==> config.mk <==
export PLATFORM = sky130hd
export DESIGN_NAME = if_fetch_stage
export DESIGN_NICKNAME = d
export VERILOG_FILES = /design/src/rtl/if_fetch_stage.sv
export SDC_FILE = /design/constraint.sdc
export NUM_CORES = 1
export LEC_CHECK = 0
export BUFFER_PORTS_ARGS = -buffer_cell sky130_fd_sc_hd__buf_2
export CAP_MARGIN = 0
export CORE_MARGIN = 2
export CORE_UTILIZATION = 30
export CTS_CLUSTER_DIAMETER = 50
export DETAILED_ROUTE_END_ITERATION = 8
export PLACE_DENSITY = 0.5
export SLEW_MARGIN = 40
export SYNTH_ARGS = -nofsm -noshare
export SYNTH_HDL_FRONTEND = slang
export SYNTH_SLANG_ARGS = --single-unit
==> constraint.sdc <==
create_clock -name clk -period 2.8 [get_ports clk]
set_input_delay 0.7 -clock clk [delete_from_list [all_inputs] [get_ports clk]]
set_output_delay 0.7 -clock clk [all_outputs]
set_load 0.05 [all_outputs]
==> src/rtl/if_fetch_stage.sv <==
// rtl/if_fetch_stage.sv - MIPS instruction-fetch stage: PC, imem address, IF/ID register
module if_fetch_stage #(
  parameter logic [31:0] RESET_PC = 32'h0040_0000,
  parameter logic [31:0] NOP_WORD = 32'h0000_0000
) (
  input  logic        clk,
  input  logic        rst_n,
  output logic [31:0] imem_addr,
  input  logic [31:0] imem_rdata,
  input  logic        stall,
  input  logic        flush,
  input  logic        redirect_valid,
  input  logic [31:0] redirect_pc,
  output logic [31:0] pc,
  output logic [31:0] ifid_pc,
  output logic [31:0] ifid_pc4,
  output logic [31:0] ifid_instr,
  output logic        ifid_valid,
  output logic        misalign_err,
  output logic [31:0] fetch_count
);

  typedef enum logic {BOOT, RUN} state_t;

  state_t      state, state_d;
  logic [31:0] pc_d, ifid_pc_d, ifid_pc4_d, ifid_instr_d, fetch_count_d;
  logic        ifid_valid_d, misalign_err_d;
  logic [31:0] pc_plus4;

  assign pc_plus4  = pc + 32'd4;
  assign imem_addr = pc;

  // State and pipeline-register update; reset discards any same-cycle redirect
  always_ff @(posedge clk) begin
    if (!rst_n) begin
      state        <= BOOT;
      pc           <= RESET_PC;
      ifid_pc      <= 32'd0;
      ifid_pc4     <= 32'd0;
      ifid_instr   <= NOP_WORD;
      ifid_valid   <= 1'b0;
      misalign_err <= 1'b0;
      fetch_count  <= 32'd0;
    end else begin
      state        <= state_d;
      pc           <= pc_d;
      ifid_pc      <= ifid_pc_d;
      ifid_pc4     <= ifid_pc4_d;
      ifid_instr   <= ifid_instr_d;
      ifid_valid   <= ifid_valid_d;
      misalign_err <= misalign_err_d;
      fetch_count  <= fetch_count_d;
    end
  end

  // Next-state: BOOT is a memory-settle bubble; RUN applies redirect > stall > flush > fetch
  always_comb begin
    state_d        = state;
    pc_d           = pc;
    ifid_pc_d      = ifid_pc;
    ifid_pc4_d     = ifid_pc4;
    ifid_instr_d   = ifid_instr;
    ifid_valid_d   = ifid_valid;
    misalign_err_d = misalign_err;
    fetch_count_d  = fetch_count;
    case (state)
      BOOT: begin
        state_d      = RUN;
        ifid_instr_d = NOP_WORD;
        ifid_valid_d = 1'b0;
      end
      default: begin
        if (redirect_valid) begin
          pc_d         = {redirect_pc[31:2], 2'b00};
          ifid_instr_d = NOP_WORD;
          ifid_valid_d = 1'b0;
          if (redirect_pc[1:0] != 2'b00) misalign_err_d = 1'b1;
        end else if (stall) begin
          // everything holds; a concurrent flush is re-asserted by the hazard unit later
        end else if (flush) begin
          pc_d         = pc_plus4;
          ifid_instr_d = NOP_WORD;
          ifid_valid_d = 1'b0;
        end else begin
          pc_d          = pc_plus4;
          ifid_instr_d  = imem_rdata;
          ifid_pc_d     = pc;
          ifid_pc4_d    = pc_plus4;
          ifid_valid_d  = 1'b1;
          fetch_count_d = fetch_count + 32'd1;
        end
      end
    endcase
  end

endmodule

Word level (Yosys, flattened, before mapping)
Cells that the tools add are included.

operators by class
  $add $sub $neg = 2
  bitwise gates (word level) = 5
  mux-type cells = 5
  equal/unequal tests = 1
  reduce and logical (&&, ||, !) cells = 5

operator list
  cell                   number
  $mux 32                3
  $add 32x1->32 const B  1
  $add 32x3->32 const B  1
  $not 1->1              5
  $reduce_and 4->1       1
  $reduce_and 3->1       1
  $reduce_or 3->1        1
  $mux 1                 2
  $ne 2x1->1 const B     1
  $reduce_and 2->1       1
  $reduce_bool 2->1      1

storage, ports and cells
  input bits = 69
  output and inout bits = 194
  register bits after elaboration = 163
  logic and storage cells = 26

Longest topological paths before layout
  word-level depth = 3
  mapped depth = 8
  gate-level depth less buffers = 6

Worst setup path after synthesis
Ideal clock, no wire load.

  path kind = input-to-reg
  start point = input redirect_valid
  end point = register fetch_count[31]
  stages on the path = 7
  required time = 2730 ps
  setup time = 70 ps
  data arrival time = 2567 ps
  path buffers = 2
  slack = 163 ps
  cells stage by stage = buf_2 nor4b_4 nand4_1 or4_1 clkbuf_1 or3_1 a21oi_1

between the ends
  longest elaborated chain between the ends = 2

ends and longest elaborated chain
  element                     line  text
  start, declared             12    input logic redirect_valid,
  $not 1->1 (no line)         --
  $reduce_and 4->1 (no line)  --
  end signal, assigned        52    fetch_count <= fetch_count_d;
  end, declared               20    output logic [31:0] fetch_count

No other way between the ends.
A chain may end at the register's enable or synchronous reset.

Worst setup path in the final report
  start point = register pc[9], in the netlist imem_addr[9]
  end point = register pc[29], in the netlist imem_addr[29]

between the ends
  longest elaborated chain between the ends = 3

ends and longest elaborated chain
  element                 line  text
  start, declared         14    output logic [31:0] pc,
  start signal, assigned  46    pc <= pc_d;
  $add 32x3->32           30    assign pc_plus4 = pc + 32'd4;
  $mux 32                 78    end else if (stall) begin
  $mux 32                 73    if (redirect_valid) begin

No other way between the ends. The select of a mux whose other input is x is not followed.

==> results.ini <==
[run_status]
status=completed

[floorplan]
initial_utilization=0.306
dieArea_sq_um=25200
coreArea_sq_um=23500
io-pin-count=263
rows=56
die_y_um=159
die_x_um=159

[clock_tree]
cts-root-buf=clkbuf_16
numCtsBuffers=17
cts_resized=0
holdBufCountCts=0
cts.sinks=157
h-tree-depth=4
clockBufferDepth=2
postCtsSetupBuffers=0
clock_latency_ps=430
cts_tree=done
path_clk_slew_ps=70

[logic_synthesis]
synth_seq_area_share=0.437
syn_inst=892
synth.most_common_cell=dfxtp_1
yosysWarnings=0
synth_top_area_cell=dfxtp_1
synth-seq-cells=157
synth_async_sr_flop_share=0
synth_area_leaders=dfxtp_1, a21oi_1, nand2_1, nor2_1, a22oi_1
synth_edf_count=0
yosys.area.top_type_share=0.437
ys.flop_type=dfxtp_1
synth_area_per_cell_sq_um=8.07
synthesis.area_sq_um=7200
netlist_top_cells_count=dfxtp_1, nand2_1, nor2_1
yosysUniqueCellTypes=49

[timing]
layout_setup_ws_ps=445
worstMarginPinSlew_ps=576
min_period_over_period=0.841
finalHoldViolations=0
finalSetupViolations=0
max_freq_mhz=425
tns_ps=0
clock_skew_ps=9.32
drv_slew=0
min_period_ps=2360
slew_headroom=0.613
rsz0062_at_grt=no

[setup_path]
startpoint_type=register
r2r_start=imem_addr[9]$_SDFFE_PN0P_
crit_fanout=9
cpMaxStageDelayCell=or4_1
critPathCaptureType=register
path_depth=5
critPathKind=register to register
cpPeakStageDelay_ps=610
cp.required_ps=3160
crit_chain=nand4_1 -> or4_1 -> nor3_1 -> mux2_2 -> nor2_1
path_buf_inv=0
critPathArrivalTime_ps=2720
startpoint=imem_addr[9]$_SDFFE_PN0P_
cp_top_family=simple AND/OR/NAND/NOR gates
r2r_cells=5

[routing]
finalWirelength_mm=23.2
drt-wirelength-per-cell_um=16.2
vias=6971
ant_nets=0
routed.top_layer=met4
met3_length_mm=1.11
dr_wl_met2_mm=10.9
drt_pass1_iterations=4
drt_iter0_markers=435
via_per_inst=4.85
wl_met1_mm=10.8
drc=0

[global_routing]
grt.total_usage=0.179
grt_pass1_vias=6389
antenna_found_initial=1
overflow=0
grt_start_max_net_pins=94
grt_pass1_wl_mm=36.4

[finish]
nNetsFinal=1175
register_area_sq_um=3140
fillers=2568
layout-drive-gt1-share=0.309
synthToLayoutAreaGrowth_pct=29.6
multi_input_area_sq_um=3480

[place]
hpwl_mm=16.3
dp_slack_ps=105
gp_congestion=0.781
port_buffers=254

[power]
power_density_nw_per_um2=606
ir_worst_vdd_mv=0.322
leakagePower_uw=0.00395

[run]
cap_violations=0

[min_path]
hold_depth=2
hp-start=ifid_pc[6]$_SDFFE_PN0P_
hold_class=register to register

==> cells by family after synthesis <==
group           synth area share
mux                       0.0203
xor+xnor                  0.0523
other cells             0.000521
buf+inv                   0.0847
compound gates             0.173
simple gates               0.229
flops                      0.437
fa+ha+maj                0.00348
==> stage by stage <==
step | hold slack, ps | utilization | area [sq um] | power, uW | std cells
6_report | 450 | 0.396 | 9330 | 5650 | 1437
5_1_grt | 470 | 0.396 | 9330 | 5850 | 1437
4_1_cts | 454 | 0.396 | 9330 | 5720 | 1436
3_5_place_dp | 445 | 0.369 | 8680 | 3150 | 1404
3_3_place_gp | 443 | 0.369 | 8680 | 3150 | 1404
2_1_floorplan | 664 | - | 7220 | 2950 | 899
==> power by group <==
| part | switching [uW] | leakage, uW | internal [uW] |
|---|---|---|---|
| Clock | 997 | 0.000306 | 1560 |
| Combinational | 547 | 0.00237 | 206 |
| Sequential | 61.3 | 0.00127 | 2280 |
| Total | 1610 | 0.00395 | 4050 |
==> flip-flops by register name, summed over array words and instances (netlist names) <==
register,flops
misalign_err,1
imem_addr,30
ifid_valid,1
fetch_count,32
ifid_pc4,30
ifid_pc,30
state,1
ifid_instr,32
==> placed cells by master (no fill, tap or decap), types with 24 or more instances in the layout <==
cell     Yosys  layout
nor2_1      98      97
nand2_1    105     105
buf_4       38      41
dfxtp_1    157     157
buf_2        4     254
a22oi_1     39      39
a21oi_1     83      83
xnor2_1     24      24
o21ai_0     49      48
nand3_1     28      28
==> tightest hold or removal path, stage by stage, from the launching register on <==
cell and delay [ps]:
dfxtp_1 310, nand2_1 50, a21oi_1 50
==> path summary, 6_finish.rpt <==
| path | endpoint | slack (ps) |
|---|---|---|
| worst max-delay path | imem_addr[29]$_SDFFE_PN0P_ | 440 |
| worst min-delay path | ifid_pc[6]$_SDFFE_PN0P_ | 450 |
| worst max register to register | imem_addr[29]$_SDFFE_PN0P_ | 440 |
| worst min register to register | ifid_pc[6]$_SDFFE_PN0P_ | 450 |
==> layout make-up <==
cell class,instances,area share
multi-input combinational,619,0.373
tap,319,0.0428
inverter,12,0.00496
clock inverter,11,0.0194
antenna,1,0.000268
sequential,157,0.337
clock buffer,21,0.0494
timing repair buffer,297,0.174
==> layer usage <==
| metal | vias up | GRT usage |
|---|---|---|
| met1 | 3259 | 0.245 |
| met3 | 19 | 0.0282 |
| met4 | 0 | 0.0558 |
| li1 | 3501 | - |
| met2 | 192 | 0.291 |
| met5 | - | 0 |
Note: power is estimated with default switching activity, not from simulation.
